[config.mk]
export PLATFORM = sky130hd
export DESIGN_NAME = spi_flash_responder
export DESIGN_NICKNAME = d
export VERILOG_FILES = /design/src/rtl/spi_flash_responder.sv
export SDC_FILE = /design/constraint.sdc
export NUM_CORES = 1
export LEC_CHECK = 0
export BUFFER_PORTS_ARGS = -buffer_cell sky130_fd_sc_hd__buf_2
export CAP_MARGIN = 20
export CORE_MARGIN = 2
export CORE_UTILIZATION = 57
export DETAILED_ROUTE_END_ITERATION = 16
export PLACE_DENSITY = 0.77
export SETUP_SLACK_MARGIN = 0.5
export SLEW_MARGIN = 20
export SYNTH_ARGS = -nofsm -noshare
export SYNTH_HDL_FRONTEND = slang
export SYNTH_SLANG_ARGS = --single-unit
[constraint.sdc]
create_clock -name clk -period 5.25 [get_ports clk]
set_input_delay 0.2625 -clock clk [delete_from_list [all_inputs] [get_ports clk]]
set_output_delay 0.2625 -clock clk [all_outputs]
set_load 0.02 [all_outputs]
[src/rtl/spi_flash_responder.sv]
// SPI (mode 0) serial-flash responder: answers READ (0x03) from an external byte memory
// and JEDEC ID (0x9F); everything runs on clk with SCLK/CSB/MOSI oversampled.
module spi_flash_responder #(
    parameter int          ADDR_W   = 24,
    parameter logic [23:0] JEDEC_ID = 24'hEF4016
) (
    input  logic              clk,
    input  logic              rst,
    input  logic              csb,
    input  logic              sclk,
    input  logic              mosi,
    output logic              miso,
    output logic              miso_oe,
    output logic              mem_rd,
    output logic [ADDR_W-1:0] mem_addr,
    input  logic [7:0]        mem_rdata,
    output logic              busy,
    output logic              cmd_err
);

    typedef enum logic [2:0] {
        S_IDLE,
        S_CMD,
        S_ADDR,
        S_DATA,
        S_ID,
        S_IGNORE
    } state_t;

    state_t r_state;
    state_t w_state_next;

    logic [2:0] w_async_in;
    logic [2:0] w_sync;
    assign w_async_in = {csb, sclk, mosi};

    for (genvar gi = 0; gi < 3; gi++) begin : g_sync
        logic r_meta;
        logic r_sync_bit;
        always_ff @(posedge clk) begin
            if (rst) begin
                r_meta     <= 1'b0;
                r_sync_bit <= 1'b0;
            end else begin
                r_meta     <= w_async_in[gi];
                r_sync_bit <= r_meta;
            end
        end
        assign w_sync[gi] = r_sync_bit;
    end

    logic w_csb_s;
    logic w_sclk_s;
    logic w_mosi_s;
    assign w_csb_s  = w_sync[2];
    assign w_sclk_s = w_sync[1];
    assign w_mosi_s = w_sync[0];

    logic              r_csb_prev;
    logic              r_sclk_prev;
    logic [4:0]        r_bit_cnt;
    logic [22:0]       r_rx;
    logic [7:0]        r_tx;
    logic              r_miso;
    logic              r_mem_rd;
    logic [ADDR_W-1:0] r_mem_addr;
    logic [ADDR_W-1:0] r_addr_cnt;
    logic              r_rd_d;
    logic [1:0]        r_id_idx;
    logic              r_cmd_err;

    logic        w_sclk_rise;
    logic        w_sclk_fall;
    logic        w_csb_fall;
    logic [23:0] w_rx_next;
    logic        w_rd_first;
    logic        w_rd_next;
    logic        w_cmd_err_set;
    logic        w_id_start;
    logic        w_id_next;
    logic [7:0]  w_id_byte;

    // csb_prev resets low, so a csb already low at reset release never looks like a falling edge
    assign w_sclk_rise = w_sclk_s & ~r_sclk_prev & ~w_csb_s;
    assign w_sclk_fall = ~w_sclk_s & r_sclk_prev & ~w_csb_s;
    assign w_csb_fall  = ~w_csb_s & r_csb_prev;
    assign w_rx_next   = {r_rx, w_mosi_s};

    always_comb begin
        w_id_byte = 8'hFF;
        case (r_id_idx)
            2'd1:    w_id_byte = JEDEC_ID[15:8];
            2'd2:    w_id_byte = JEDEC_ID[7:0];
            default: w_id_byte = 8'hFF;
        endcase
    end

    always_ff @(posedge clk) begin
        if (rst) begin
            r_state <= S_IDLE;
        end else begin
            r_state <= w_state_next;
        end
    end

    always_comb begin
        w_state_next  = r_state;
        w_rd_first    = 1'b0;
        w_rd_next     = 1'b0;
        w_cmd_err_set = 1'b0;
        w_id_start    = 1'b0;
        w_id_next     = 1'b0;
        if (r_state != S_IDLE && w_csb_s) begin
            w_state_next = S_IDLE;
        end else begin
            case (r_state)
                S_IDLE: begin
                    if (w_csb_fall) w_state_next = S_CMD;
                end
                S_CMD: begin
                    if (w_sclk_rise && r_bit_cnt == 5'd7) begin
                        case (w_rx_next[7:0])
                            8'h03: w_state_next = S_ADDR;
                            8'h9F: begin
                                w_state_next = S_ID;
                                w_id_start   = 1'b1;
                            end
                            default: begin
                                w_state_next  = S_IGNORE;
                                w_cmd_err_set = 1'b1;
                            end
                        endcase
                    end
                end
                S_ADDR: begin
                    if (w_sclk_rise && r_bit_cnt == 5'd23) begin
                        w_state_next = S_DATA;
                        w_rd_first   = 1'b1;
                    end
                end
                S_DATA: begin
                    if (w_sclk_rise && r_bit_cnt == 5'd7) w_rd_next = 1'b1;
                end
                S_ID: begin
                    if (w_sclk_rise && r_bit_cnt == 5'd7) w_id_next = 1'b1;
                end
                default: w_state_next = r_state;
            endcase
        end
    end

    always_ff @(posedge clk) begin
        if (rst) begin
            r_csb_prev  <= 1'b0;
            r_sclk_prev <= 1'b0;
            r_bit_cnt   <= '0;
            r_rx        <= '0;
            r_tx        <= '0;
            r_miso      <= 1'b0;
            r_mem_rd    <= 1'b0;
            r_mem_addr  <= '0;
            r_addr_cnt  <= '0;
            r_rd_d      <= 1'b0;
            r_id_idx    <= '0;
            r_cmd_err   <= 1'b0;
        end else begin
            r_csb_prev  <= w_csb_s;
            r_sclk_prev <= w_sclk_s;
            r_cmd_err   <= w_cmd_err_set;
            r_mem_rd    <= w_rd_first | w_rd_next;
            r_rd_d      <= r_mem_rd & (w_state_next == S_DATA);

            // ADDR counts all 24 address bits; byte-oriented states wrap every 8
            if (w_state_next != r_state || r_state == S_IDLE) begin
                r_bit_cnt <= '0;
            end else if (w_sclk_rise) begin
                if (r_state == S_ADDR) r_bit_cnt <= r_bit_cnt + 5'd1;
                else                   r_bit_cnt <= {2'b00, r_bit_cnt[2:0] + 3'd1};
            end

            if (w_state_next == S_IDLE) begin
                r_rx <= '0;
            end else if (w_sclk_rise && (r_state == S_CMD || r_state == S_ADDR)) begin
                r_rx <= w_rx_next[22:0];
            end

            if (w_state_next == S_IDLE) begin
                r_addr_cnt <= '0;
            end else if (w_rd_first) begin
                r_mem_addr <= w_rx_next[ADDR_W-1:0];
                r_addr_cnt <= w_rx_next[ADDR_W-1:0] + 1'b1;
            end else if (w_rd_next) begin
                r_mem_addr <= r_addr_cnt;
                r_addr_cnt <= r_addr_cnt + 1'b1;
            end

            if (w_state_next == S_IDLE) begin
                r_tx     <= '0;
                r_miso   <= 1'b0;
                r_id_idx <= '0;
            end else if (w_id_start) begin
                r_tx     <= JEDEC_ID[23:16];
                r_id_idx <= 2'd1;
            end else if (w_id_next) begin
                r_tx <= w_id_byte;
                if (r_id_idx != 2'd3) r_id_idx <= r_id_idx + 2'd1;
            end else if (r_rd_d && r_state == S_DATA) begin
                r_tx <= mem_rdata;
            end else if (w_sclk_fall && (r_state == S_DATA || r_state == S_ID)) begin
                r_miso <= r_tx[7];
                r_tx   <= {r_tx[6:0], 1'b0};
            end
        end
    end

    assign miso_oe  = (r_state == S_DATA) || (r_state == S_ID);
    assign miso     = miso_oe & r_miso;
    assign busy     = (r_state != S_IDLE);
    assign mem_rd   = r_mem_rd;
    assign mem_addr = r_mem_addr;
    assign cmd_err  = r_cmd_err;

endmodule
== Word level (Yosys, flattened, before mapping) ==
Index checks and enable logic that the tools add are counted.
Cells by class
  shift operators: 0
  multiplexer cells: 32
  bitwise logic cells: 17
  reductions and logical operators: 26
  add/subtract/negate cells: 5
  equal/unequal tests: 13
  order comparisons: 0
  multipliers: 0
  div/mod/pow operators: 0
Operators with widths (count)
  24-bit two-way mux: 4
  24-bit by 1-bit adder with 24-bit output, second input constant: 2
  8-bit two-way mux: 4
  1-bit two-way mux: 16
  8-bit case mux with 2 select lines: 1
  3-bit two-way mux: 4
  3-bit by 2-bit equality test with 1-bit output, second input constant: 3
  1-bit inverter: 9
  3-bit case mux with 3 select lines: 1
  8-bit by 2-bit equality test with 1-bit output, second input constant: 1
  8-bit equality test, second input constant: 1
  1-bit bitwise AND: 7
  1-bit logical AND: 6
  3-bit logical NOT: 2
  3-bit case mux with 2 select lines: 1
  2-bit AND reduction: 3
  2-bit nonzero test: 3
  3-bit nonzero test: 2
  2-bit OR reduction: 3
  5-bit by 1-bit adder with 5-bit output, second input constant: 1
  5-bit by 3-bit equality test with 1-bit output, second input constant: 1
  5-bit equality test, second input constant: 1
  5-bit two-way mux: 1
  4-bit AND reduction: 1
  other kinds (13): 15
Word-level totals
  output and inout bits: 29
  register bits after elaboration: 101
  ROM bits: 0
  memories kept: 0
  bits in latches: 0
  logic and storage cells: 114
  RAM bits: 0
  input bits: 13

== Depth between registers and ports, before layout ==
Gate-level depths: netlist (run 1).
  depth after elaboration: 10
  depth in mapped cells: 16
  mapped depth without buffers: 12

== Worst setup path before layout (run 1) ==
OpenSTA, ideal clock, no wires.
  path kind: register -> register
  start: reg g_sync[2].r_sync_bit
  end: reg r_addr_cnt[22]
  arrival: 3.937 ns
  required time: 5.158 ns
  library setup time: 0.092 ns
  clock period less this slack: 4.029 ns
  path buffers: 5
  path slack: 1.221 ns
  stages on the path, launching flop included: 17
  cells stage by stage: dfxtp_1 > buf_6 > or3b_1 > buf_6 > nor3_4 > buf_2 > buf_1 > nand2_1 > nand2_1 > ha_1 > clkbuf_1 > nand2_1 > or3_1 > or2_2 > a211oi_1 > mux2_2 > nor4_1
Between the ends
  cells in the longest elaborated chain, start to end: 8
  elaborated cells on any way between the ends: 21
  those cells by class: mux: 12; bitwise: 3; reduce/logical: 6
Ends and longest elaborated chain
  from (decl): line 39  | logic r_sync_bit;
  from (signal assigned): line 46  | r_sync_bit <= r_meta;
  1-bit inverter: line 84, 86
  1-bit bitwise AND: line 84  | assign w_sclk_rise = w_sclk_s & ~r_sclk_prev & ~w_csb_s;
  1-bit logical AND, on equally long branches: line 136, 121, 142
  3-bit two-way mux, on equally long branches: line 136, 121
  3-bit case mux with 3 select lines: line 116  | case (r_state)
  3-bit two-way mux: line 113  | if (r_state != S_IDLE && w_csb_s) begin
  3-bit logical NOT: line 187  | if (w_state_next == S_IDLE) begin
  2-bit OR reduction (no line)
  to (signal assigned): line 191  | r_addr_cnt <= w_rx_next[ADDR_W-1:0] + 1'b1;
  to (signal assigned): line 194  | r_addr_cnt <= r_addr_cnt + 1'b1;
  to (decl): line 67  | logic [ADDR_W-1:0] r_addr_cnt;
Several ways; a longest one is shown, not always the timed one.
A chain may end at the register's enable or synchronous reset.

== Final worst setup path (run 1) ==
Same ends and word-level chain as after synthesis.

==> results.md, run 1 <==
* Status: completed
* Arrival time of the worst setup path at 4.52 ns
* Largest cells by area after synthesis: sky130_fd_sc_hd__dfxtp_1, sky130_fd_sc_hd__nand2_1, sky130_fd_sc_hd__nor2_1, sky130_fd_sc_hd__a21oi_1, sky130_fd_sc_hd__a311oi_1
* Max clock buf depth at 2
* Count of buffering cells on the critical path with inverters included at 1
* Cell area power density at 239 nW/µm²
* Total setup violations reported at the end of the flow at 0
* First-pass iteration count of the detailed router at 5
* Share of Yosys cell area claimed by the top area cell type at 0.374
* Drt via density at 6.03
* Kind of start point of the critical path: flip-flop
* First-pass GRT wire length at 22200 µm
* Synth Warn # at 0
* Synth Area in Compound Gates at 0.158
* Number of buffers added by the clock tree synthesis step at 9
* RD Place Congestion at 0.903
* Cell count after placement at 816
* Max-cap viol count at 0
* Placement-stage worst setup slack at 1.05 ns
* Port Buf Inserts at 41
* Clock H-tree levels at 3
* Critical setup path kind: reg2reg
* I/O pin count at 42
* Final number of hold-violating endpoints at 0
* Unrepaired setup endpoints after global routing: no
* Cell types with the highest counts after synthesis: sky130_fd_sc_hd__nand2_1, sky130_fd_sc_hd__dfxtp_1, sky130_fd_sc_hd__nor2_1
* Multiplexer fraction of the synthesized cell area at 0.0439
* Number of logic stages on the critical path including buffering at 11
* Class of the tightest hold or removal check: in2reg
* Fraction of layout cells with a size suffix above 1 at 0.124
* Worst IR Drop VDD at 0.236 mV
* Library cell contributing the largest single delay on the critical path: sky130_fd_sc_hd__nand3_2
* Most common flop cell mapped by yosys: sky130_fd_sc_hd__dfxtp_1
* Layout Area Growth over Synthesis at 7.95%
* Die boundary height at 101 µm
* Die X at 101 µm
* Async SR Flop Fraction at 0
* Antenna violations before repair at 0
* 1st-iter DRT viols at 323
* Antenna violation net count after detailed routing at 0
* Most numerous cell in the Yosys netlist: sky130_fd_sc_hd__nand2_1
* Post-Route Utilization at 0.632
* Pin count of the biggest net entering global routing at 48
* Max FO, Critical Path at 33
* Combined area of all synthesized cells at 5410 µm²
* Footprint of the multi-input gates at 3110 µm²
* Post-CTS repair timing setup buffer count at 0
* Initial Util at 0.586
* Number of antenna cells inserted at 0
* Die area at 10300 µm²
* Number of cell rows at 35
* CTS Sinks at 101
* Aggregate negative setup slack at 0 ns
* Slew Viols, Final at 0
* Placeable core region at 9240 µm²
* Routed length per placed instance at 16.2 µm
* Number of instances in the synthesized netlist at 696
* Synthesis-stage register bit count at 101
* Cell area reported after detailed placement at 5590 µm²
* Half-perimeter wire length of the detailed placement result at 8990 µm
* Insertion delay of the later-clocked pin in the worst-skew pair at 0.38 ns
* Worst slew margin relative to its limit at 0.355
* Worst clock skew at 0.0143 ns
* Cell chosen for the clock root: sky130_fd_sc_hd__clkbuf_8
* Clock transition at path regs at 0.10 ns
* Adder-Cell Fraction of Synth Area at 0.0116
* Static leakage at 0.00191 µW
* Register-to-Register Path Depth at 11
* Vias in the first global route at 4594
* Worst setup slack after layout at 1.01 ns
* Final Net Count at 716
* Post-synthesis cell type with the largest combined area: sky130_fd_sc_hd__dfxtp_1
* Post-route non-filler standard cell count at 832
* Sequential cell area fraction in the yosys report at 0.374
* Final routed wirelength across all metal layers at 13500 µm
* Synthesized net count at 714
* Number of enable-type register cells in the synthesized netlist at 0
* DRC errors left at 0
* Worst Tran Pin Value at 0.964 ns
* Largest stage delay on the critical path at 0.64 ns
* Count of fill cells added during filler insertion at 819
* Quantity of gates resized following cts at 0
* Area used by sequential logic in the layout at 2020 µm²
* Family with the most delay on the worst path: simple AND/OR/NAND/NOR gates
* Final critical-path required period at 4.24 ns
* Basic-gate share of the synthesized area counting and, or, nand and nor cells at 0.310
* Crit path required time at 5.53 ns
* Main combinational cell family by area after synthesis: simple AND/OR/NAND/NOR gates
* Setup crit end kind: flip-flop
* Hold Path Cell Cnt at 2
* Max Fclk at 236 MHz
* Synth Area per Inst at 7.78 µm²
* Cell Chain, Critical Path: nor3b_2 -> nand3_2 -> mux2i_1 -> inv_1 -> ha_1 -> nand2_1 -> or3_1 -> or2_2 -> a211oi_1 -> mux2_2 -> nor4_1
* Number of unique standard cell types used by synthesis at 61
* Final period util at 0.807
* Hold Buf Count CTS at 0
* Overflow left after global routing at 0
* Cell area after layout at 5840 µm²
* XOR/XNOR Fraction of Synth Area at 0.0469
* CTS tree: done
* Count of vias placed by the detailed router at 5020
* GRT Total Usage at 0.270
## stage by stage
stage	power (µW)	hold slack, ns
6_report	1400	0.0900
3_5_place_dp	815	0.452
2_1_floorplan	806	0.391
3_3_place_gp	815	0.446
4_1_cts	1410	0.0859
5_1_grt	1440	0.0889
## cell families (layout without fill, tap and decap cells)
group / count (synthesis) / after routing
AOI/OAI and AO/OA: 125 / 125
xor gates and xnor gates: 29 / 29
adders and majority gates: 5 / 5
buffers and inverters: 68 / 75
DFF: 101 / 101
muxes: 23 / 23
and+or+nand+nor: 345 / 345
## state kept, by name (all words and copies together), names as in the netlist, 3 cells and up
signal and count:
mem_addr 24, r_addr_cnt 24, r_rx 23, r_tx 8
r_bit_cnt 5, g_sync.r_meta 3, g_sync.r_sync_bit 3, r_state 3
## where the power goes
group	leakage [µW]	switching (µW)	internal [µW]
logic	0.000976	17.4	8.82
clock network	0.000120	268	332
registers	0.000815	3.01	768
## worst reg2reg max path: cells and delay by family (launching register included)
kind                       cells  cell delay (ns)
buffers and inverters          1             0.09
AOI/OAI and AO/OA              1             0.50
muxes                          2             0.71
and+or+nand+nor                6             2.13
DFF                            1             0.40
adders and majority gates      1             0.33
## layout by cell type (no fill, tap or decap), types with 5 or more instances in the layout
cell,n
sky130_fd_sc_hd__a211oi_1,23
sky130_fd_sc_hd__a21oi_1,38
sky130_fd_sc_hd__a311oi_1,20
sky130_fd_sc_hd__a31oi_1,12
sky130_fd_sc_hd__buf_2,41
sky130_fd_sc_hd__buf_4,7
sky130_fd_sc_hd__clkbuf_8,10
sky130_fd_sc_hd__dfxtp_1,101
sky130_fd_sc_hd__ha_1,5
sky130_fd_sc_hd__inv_1,11
sky130_fd_sc_hd__mux2_2,6
sky130_fd_sc_hd__mux2i_1,17
sky130_fd_sc_hd__nand2_1,132
sky130_fd_sc_hd__nand3_1,20
sky130_fd_sc_hd__nand4_1,17
sky130_fd_sc_hd__nor2_1,78
sky130_fd_sc_hd__nor2b_1,13
sky130_fd_sc_hd__nor3_1,16
sky130_fd_sc_hd__nor4_1,16
sky130_fd_sc_hd__o21ai_0,10
sky130_fd_sc_hd__or3_1,9
sky130_fd_sc_hd__or4_1,5
sky130_fd_sc_hd__xnor2_1,20
sky130_fd_sc_hd__xor2_1,9
## final cells by class
type	count	area share
tap	129	0.0276
multi-input combinational	527	0.533
sequential	101	0.346
clock buffer	11	0.0242
timing repair buffer	48	0.0441
clock inverter	5	0.0182
inverter	11	0.00707
## routing by layer
layer	share of wire	track usage	vias up
li1	-	-	2462
met1	0.45	0.357	2340
met2	0.48	0.446	202
met3	0.064	0.0497	16
met4	0.013	0.0863	0
met5	0	0	-
## final timing paths
check                       start                   end  slack [ns]
max reg2reg  g_sync[2].r_sync_bit        r_addr_cnt[22]        1.01
min                          mosi      g_sync[0].r_meta        0.09
min reg2reg      g_sync[1].r_meta  g_sync[1].r_sync_bit        0.47
max          g_sync[2].r_sync_bit        r_addr_cnt[22]        1.01
No activity file was read; power rests on OpenSTA's default activity.
==> run 2: changes to the inputs <==
--- a/config.mk
+++ b/config.mk
@@ -8,7 +8,7 @@
 export BUFFER_PORTS_ARGS = -buffer_cell sky130_fd_sc_hd__buf_2
 export CAP_MARGIN = 20
 export CORE_MARGIN = 2
-export CORE_UTILIZATION = 57
+export CORE_UTILIZATION = 54
 export DETAILED_ROUTE_END_ITERATION = 16
 export PLACE_DENSITY = 0.77
 export SETUP_SLACK_MARGIN = 0.5
==> constraint.sdc (replaced) <==
create_clock -name clk -period 3.6 [get_ports clk]
set_input_delay 0.18 -clock clk [delete_from_list [all_inputs] [get_ports clk]]
set_output_delay 0.18 -clock clk [all_outputs]
set_load 0.02 [all_outputs]
==> run 2 against run 1 <==
Register-to-register slack worse by 0.38 ns. Cell area grew 4.4%. Utilization down 0.52 points. Clock-buffer cell count shrank 1. Routed wire length grew 4.2%. Critical path depth rose by 1. Die area rose by 5.3%. Setup slack got worse by 0.38 ns. Largest cell class unchanged. Highest routed layer unchanged.
==> results.md, run 2 (synthesis gave the netlist of run 1 again) <==
* Max-cap viol count at 0 (unchanged)
* Total net switching power at 432 µW (+50%)
* Count of fill cells added during filler insertion at 876 (+7.0%)
* GRT Total Usage at 0.263 (-0.00636)
* Clock H-tree levels at 3 (unchanged)
* Hold Buf Count CTS at 0 (unchanged)
* Critical setup path kind: reg2reg
* DRC errors left at 0 (unchanged)
* Status: completed
* Worst IR Drop VDD at 0.237 mV (+0.72%)
* Max FO, Critical Path at 13 (-61%)
* Worst slew margin relative to its limit at 0.344 (-0.0113)
* Pin count of the biggest net entering global routing at 78 (+63%)
* Placeable core region at 9730 µm² (+5.3%)
* Port Buf Inserts at 41 (unchanged)
* Final Net Count at 734 (+2.5%)
* Worst setup slack after layout at 0.636 ns (-0.378 ns)
* I/O pin count at 42 (unchanged)
* Max Fclk at 337 MHz (+43%)
* Routed length per placed instance at 16.5 µm (+1.5%)
* Max clock buf depth at 2 (unchanged)
* Sequential share of power at 0.535 (-0.017)
* Static leakage at 0.00202 µW (+5.8%)
* Overall Power at 2100 µW (+50%)
* Die X at 104 µm (+2.6%)
* Antenna violation net count after detailed routing at 0 (unchanged)
* Layout Area Growth over Synthesis at 12.7%
* Die area at 10800 µm² (+5.3%)
* Most common cell after layout, fill and taps aside: sky130_fd_sc_hd__nand2_1
* Number of antenna cells inserted at 0 (unchanged)
* CTS tree: done
* Post-route non-filler standard cell count at 854 (+2.6%)
* First-pass iteration count of the detailed router at 5 (unchanged)
* Setup crit end kind: flip-flop
* Worst Tran Pin Value at 0.984 ns (+0.0200 ns)
* Combinational Power Share at 0.021 (+0.002)
* RD Place Congestion at 0.870 (-3.7%)
* First-pass GRT wire length at 23600 µm (+6.3%)
* Initial Util at 0.556 (-0.0294)
* 1st-iter DRT viols at 362 (+12%)
* Vias in the first global route at 4784 (+4.1%)
* Cell chosen for the clock root: sky130_fd_sc_hd__clkbuf_8
* Worst clock skew at 0.0115 ns (-0.00279 ns)
* Die boundary height at 104 µm (+2.6%)
* Area used by sequential logic in the layout at 2030 µm² (+0.19%)
* Half-perimeter wire length of the detailed placement result at 9270 µm (+3.1%)
* Cell area after layout at 6100 µm² (+4.4%)
* Commonest cells after routing, fill and taps aside: sky130_fd_sc_hd__nand2_1, sky130_fd_sc_hd__dfxtp_1, sky130_fd_sc_hd__nor2_1
* Unrepaired setup endpoints after global routing: no
* Final critical-path required period at 2.96 ns (-1.27 ns)
* Arrival time of the worst setup path at 3.26 ns (-1.26 ns)
* Number of buffers added by the clock tree synthesis step at 9 (unchanged)
* Slew Viols, Final at 0 (unchanged)
* Class of the tightest hold or removal check: in2reg
* Cell area power density at 344 nW/µm² (+44%)
* Insertion delay of the later-clocked pin in the worst-skew pair at 0.38 ns (about the same)
* Antenna violations before repair at 0 (unchanged)
* Final number of hold-violating endpoints at 0 (unchanged)
* Fraction of layout cells with a size suffix above 1 at 0.166 (+0.0427)
* Kind of start point of the critical path: flip-flop
* Crit path required time at 3.90 ns (-1.63 ns)
* Switching portion of total power at 0.206 (-0.000882)
* Overflow left after global routing at 0 (unchanged)
* Count of vias placed by the detailed router at 5153 (+2.6%)
* Cell-internal power at 1670 µW (+51%)
* Placement-stage worst setup slack at 0.360 ns (-0.686 ns)
* Clock network fraction of total power at 0.444 (+0.015)
* Clock transition at path regs at 0.10 ns (about the same)
* Final routed wirelength across all metal layers at 14000 µm (+4.2%)
* CTS Sinks at 101 (unchanged)
* Aggregate negative setup slack at 0 ns (unchanged)
* Cell area reported after detailed placement at 5740 µm² (+2.5%)
* Final period util at 0.823 (+0.0164)
* Total setup violations reported at the end of the flow at 0 (unchanged)
* Number of cell rows at 36 (+2.9%)
* Footprint of the multi-input gates at 3180 µm² (+2.3%)
* Cell count after placement at 830 (+1.7%)
* Drt via density at 6.03 (about the same)
[run 2: cell count changes in the layout (fill, tap and decap cells not counted), sizes merged]
cell | previous run | this run
clkinvlp | 1 | 2
buf | 48 | 66
bufinv | 3 | 4
inv | 12 | 11
clkbuf | 11 | 10
[run 2: power by group through the flow]
stage,clock [µW],sequential [µW],combinational (µW)
floorplan,0,1150,28.7
global placement,0,1150,42.9
detailed placement,0,1150,43.3
CTS,951,1120,43.6
global route,995,1120,48.8
finish,933,1120,45.0
[run 2: per-layer routing]
metal  up-vias  track usage  wire [µm]
met4         0       0.0869        287
met1      2428        0.345       6160
met2       204        0.435       6680
met5         -            0          0
li1       2491            -          -
met3        30       0.0533        928
[run 2: final cells by class]
| class | count | share of cell area |
|---|---|---|
| Clock inverter | 6 | 0.0221 |
| Sequential cell | 101 | 0.332 |
| Inverter | 11 | 0.00677 |
| Tap cell | 133 | 0.0273 |
| Clock buffer | 10 | 0.0209 |
| Timing Repair Buffer | 66 | 0.0691 |
| Multi-Input combinational cell | 527 | 0.522 |
[run 2: path summary, 6_finish.rpt]
check                        start                   end  slack (ns)  cells past startpoint
setup / recovery        r_state[2]        r_addr_cnt[22]        0.64                     12
hold / removal                mosi      g_sync[0].r_meta        0.01                      2
hold reg to reg   g_sync[1].r_meta  g_sync[1].r_sync_bit        0.45                      1
setup reg to reg        r_state[2]        r_addr_cnt[22]        0.64                     12
[run 2: per-stage QoR]
| stage | hold WS [ns] | util |
|---|---|---|
| 2_1_floorplan | 0.308 | - |
| 3_3_place_gp | 0.398 | 0.590 |
| 5_1_grt | 0.0292 | 0.627 |
| 4_1_cts | 0.00518 | 0.618 |
| 3_5_place_dp | 0.398 | 0.590 |
| 6_report | 0.0130 | 0.627 |
[run 2: critical path, stage by stage, from the launching register on]
cell	delay [ns]
sky130_fd_sc_hd__dfxtp_1	0.32
sky130_fd_sc_hd__buf_4	0.17
sky130_fd_sc_hd__and4bb_2	0.32
sky130_fd_sc_hd__nand3_2	0.11
sky130_fd_sc_hd__mux2i_1	0.18
sky130_fd_sc_hd__inv_1	0.11
sky130_fd_sc_hd__ha_4	0.17
sky130_fd_sc_hd__nand2_2	0.06
sky130_fd_sc_hd__or3_4	0.37
sky130_fd_sc_hd__or2_4	0.29
sky130_fd_sc_hd__a211oi_4	0.30
sky130_fd_sc_hd__mux2_4	0.33
sky130_fd_sc_hd__nor4_1	0.14
[run 2: what timing repair did]
action | in CTS | in global routing
gates resized for setup | 3 | 8
setup buffers | 0 | 8
hold endpoints to repair | 0 | 0
pin swaps | 0 | 4
endpoints found under the setup margin | 4 | 8
==> run 3: changes to the inputs <==
--- a/config.mk
+++ b/config.mk
@@ -8,7 +8,7 @@
 export BUFFER_PORTS_ARGS = -buffer_cell sky130_fd_sc_hd__buf_2
 export CAP_MARGIN = 20
 export CORE_MARGIN = 2
-export CORE_UTILIZATION = 54
+export CORE_UTILIZATION = 57
 export DETAILED_ROUTE_END_ITERATION = 16
 export PLACE_DENSITY = 0.77
 export SETUP_SLACK_MARGIN = 0.5
==> constraint.sdc (replaced) <==
create_clock -name clk -period 3.1 [get_ports clk]
set_input_delay 0.155 -clock clk [delete_from_list [all_inputs] [get_ports clk]]
set_output_delay 0.155 -clock clk [all_outputs]
set_load 0.02 [all_outputs]
==> run 3 against run 2 <==
The run now ends with negative hold slack left. Clock power fell by 1%. Register-to-register slack worse by 0.35 ns. Routed wire length up 3.5%. Non-clock buffer count is 8 higher. Combinational power increased by 20%. Utilization up 4.7 points. Setup slack got worse by 0.35 ns. Flip-flop and latch count stayed put. Cell count is 0.35% higher. Critical endpoint is now r_addr_cnt[18]. Worst hold slack got worse by 0.016 ns. Via count is 2.3% higher. Sequential power up 16%.
==> results.md, run 3 (synthesis gave the netlist of run 1 again) <==
* Status: finished with violations
* Violations in the final reports: negative hold slack
* Max Fclk at 355 MHz (+5.3%)
* First-pass GRT wire length at 23400 µm (-0.88%)
* Die boundary height at 101 µm (-2.6%)
* I/O pin count at 42 (unchanged)
* Overall Power at 2280 µW (+8.5%)
* Die X at 101 µm (-2.6%)
* Final Net Count at 742 (+1.1%)
* Worst Tran Pin Value at 0.914 ns (-0.0696 ns)
* Arrival time of the worst setup path at 3.07 ns (-0.19 ns)
* Unrepaired setup endpoints after global routing: yes
* Final routed wirelength across all metal layers at 14500 µm (+3.5%)
* Max clock buf depth at 2 (unchanged)
* CTS tree: done
* Final number of hold-violating endpoints at 1 (+1)
* Worst IR Drop VDD at 0.305 mV (+28%)
* Clock network fraction of total power at 0.404 (-0.040)
* Number of antenna cells inserted at 0 (unchanged)
* Slew Viols, Final at 0 (unchanged)
* Origin of the critical flop-to-flop path: r_sclk_prev
* Max-cap viol count at 0 (unchanged)
* Register-to-Register Path Depth at 12 (unchanged)
* Insertion delay of the later-clocked pin in the worst-skew pair at 0.37 ns (about the same)
* First-pass iteration count of the detailed router at 5 (unchanged)
* Post-route non-filler standard cell count at 857 (+0.35%)
* Die area at 10300 µm² (-5.1%)
* Pin count of the biggest net entering global routing at 78 (unchanged)
* Number of cell rows at 35 (-2.8%)
* Footprint of the multi-input gates at 3300 µm² (+3.6%)
* Cell area power density at 366 nW/µm² (+6.2%)
* Total setup violations reported at the end of the flow at 0 (unchanged)
* Reg2reg end: r_addr_cnt[18]
* Clock transition at path regs at 0.09 ns (about the same)
* Antenna violations before repair at 0 (unchanged)
* Max FO, Critical Path at 3 (-10)
* Register-to-register path setup slack at 0.28 ns (-0.35 ns)
* Placeable core region at 9240 µm² (-5.0%)
* 1st-iter DRT viols at 363 (+0.28%)
* Most common cell after layout, fill and taps aside: sky130_fd_sc_hd__nand2_1
* Cell count after placement at 833 (+0.36%)
* Drt via density at 6.15 (+1.9%)
* Hold Path Cell Cnt at 2 (unchanged)
* Sequential share of power at 0.572 (+0.037)
* Placement-stage worst setup slack at 0.0648 ns (-0.295 ns)
* Number of buffers added by the clock tree synthesis step at 9 (unchanged)
* Cell-internal power at 1790 µW (+7.4%)
* Port Buf Inserts at 41 (unchanged)
* Overflow left after global routing at 0 (unchanged)
* Static leakage at 0.00207 µW (+2.1%)
* RD Place Congestion at 0.927 (+6.5%)
* Worst slew margin relative to its limit at 0.391 (+0.0464)
* Count of fill cells added during filler insertion at 783 (-11%)
* Kind of start point of the critical path: flip-flop
* Count of vias placed by the detailed router at 5270 (+2.3%)
* Final critical-path required period at 2.82 ns (-0.148 ns)
* Layout Area Growth over Synthesis at 15.1%
* Switching portion of total power at 0.214 (+0.00796)
* Aggregate negative setup slack at 0 ns (unchanged)
* Critical setup path kind: reg2reg
* WHS Endpoint: g_sync[2].r_meta
* Setup crit end kind: flip-flop
* Crit path required time at 3.36 ns (-0.54 ns)
* Antenna violation net count after detailed routing at 0 (unchanged)
* Commonest cells after routing, fill and taps aside: sky130_fd_sc_hd__nand2_1, sky130_fd_sc_hd__dfxtp_1, sky130_fd_sc_hd__nor2_1
* Combinational Power Share at 0.024 (+0.003)
* Vias in the first global route at 4855 (+1.5%)
* Clock H-tree levels at 3 (unchanged)
* Area used by sequential logic in the layout at 2030 µm² (+0.37%)
* Worst hold margin at -0.00293 ns (-0.0159 ns)
* Worst setup slack after layout at 0.284 ns (-0.352 ns)
* Routed length per placed instance at 17.0 µm (+3.2%)
* Cell chosen for the clock root: sky130_fd_sc_hd__clkbuf_8
* Initial Util at 0.586 (+0.0294)
* Total net switching power at 487 µW (+13%)
* DRC errors left at 0 (unchanged)
* Fraction of layout cells with a size suffix above 1 at 0.198 (+0.0314)
* GRT Total Usage at 0.285 (+0.0218)
* Final period util at 0.908 (+0.0851)
* Worst clock skew at 0.00605 ns (-0.00543 ns)
* Class of the tightest hold or removal check: in2reg
* CTS Sinks at 101 (unchanged)
* Source of the worst hold timing path: csb
* Half-perimeter wire length of the detailed placement result at 9370 µm (+1.1%)
-- run 3: cell types whose count changed in the layout (fill, tap and decap cells not counted), moves of 2 or more --
cell	delta
sky130_fd_sc_hd__dfxtp_2	+3
sky130_fd_sc_hd__nor3_2	+2
sky130_fd_sc_hd__or3_1	-2
sky130_fd_sc_hd__dfxtp_1	-4
sky130_fd_sc_hd__nor3_1	-4
sky130_fd_sc_hd__or3_4	+2
sky130_fd_sc_hd__bufinv_16	-2
sky130_fd_sc_hd__nor4_1	-3
sky130_fd_sc_hd__nor3_4	+2
sky130_fd_sc_hd__nor4_2	+2
sky130_fd_sc_hd__buf_4	+7
sky130_fd_sc_hd__nand3_2	-2
-- run 3: cell type report --
| class | instances | area share |
|---|---|---|
| Timing Repair Buffer | 74 | 0.0777 |
| Inverter | 11 | 0.00663 |
| Multi-Input combinational cell | 527 | 0.529 |
| Clock buffer | 11 | 0.0227 |
| Clock inverter | 4 | 0.0116 |
| Sequential cell | 101 | 0.326 |
| Tap cell | 129 | 0.0259 |
-- run 3: power by group through the flow --
stage	Clock [µW]	Combinational, µW	Sequential [µW]
2_1_floorplan	0	33.3	1330
3_3_place_gp	0	50.4	1330
3_5_place_dp	0	51.0	1340
4_1_cts	928	52.6	1310
5_1_grt	984	58.9	1310
6_report	921	54.2	1300
-- run 3: routing by layer --
layer	GRT usage	part of all wire	vias to the layer above
li1	-	-	2514
met2	0.482	0.50	215
met5	0	0	-
met3	0.0469	0.062	39
met1	0.362	0.42	2502
met4	0.116	0.025	0
-- run 3: worst max path at each step --
stage / startpoint / endpoint / slack, ns / depth (start not counted)
finish: r_sclk_prev / r_addr_cnt[18] / 0.28 / 12
global route: r_bit_cnt[0] / r_addr_cnt[22] / 0.21 / 12
CTS: r_sclk_prev / r_addr_cnt[18] / 0.34 / 12
detailed placement: r_bit_cnt[0] / r_addr_cnt[22] / 0.06 / 12
global placement: r_bit_cnt[0] / r_addr_cnt[22] / 0.19 / 12
floorplan: g_sync[2].r_sync_bit / r_addr_cnt[22] / -0.26 / 16
-- run 3: through the flow --
step / util / instance area, µm² / hold slack, ns
2_1_floorplan: - / 5490 / 0.283
6_report: 0.674 / 6230 / -0.00293
3_5_place_dp: 0.625 / 5770 / 0.376
5_1_grt: 0.674 / 6230 / 0.0220
3_3_place_gp: 0.625 / 5770 / 0.374
4_1_cts: 0.660 / 6100 / 0.00192
-- run 3: timing repair --
item,4_1_cts,5_1_grt
buffers inserted,3,5
pin swaps,2,6
resized for setup,20,19
hold buffers,1,0
setup endpoints to repair,16,56
endpoints found under the hold margin,1,0
-- run 3: worst max-delay path, cell delays in order, from the launching register on --
cell	delay, ns
sky130_fd_sc_hd__dfxtp_2	0.35
sky130_fd_sc_hd__or3b_4	0.42
sky130_fd_sc_hd__nor3_4	0.16
sky130_fd_sc_hd__nand2_2	0.09
sky130_fd_sc_hd__nand2_2	0.09
sky130_fd_sc_hd__ha_4	0.15
sky130_fd_sc_hd__nand2_2	0.06
sky130_fd_sc_hd__or3_4	0.36
sky130_fd_sc_hd__or2_4	0.29
sky130_fd_sc_hd__a211oi_4	0.24
sky130_fd_sc_hd__buf_4	0.17
sky130_fd_sc_hd__mux2i_1	0.19
sky130_fd_sc_hd__a31oi_1	0.12
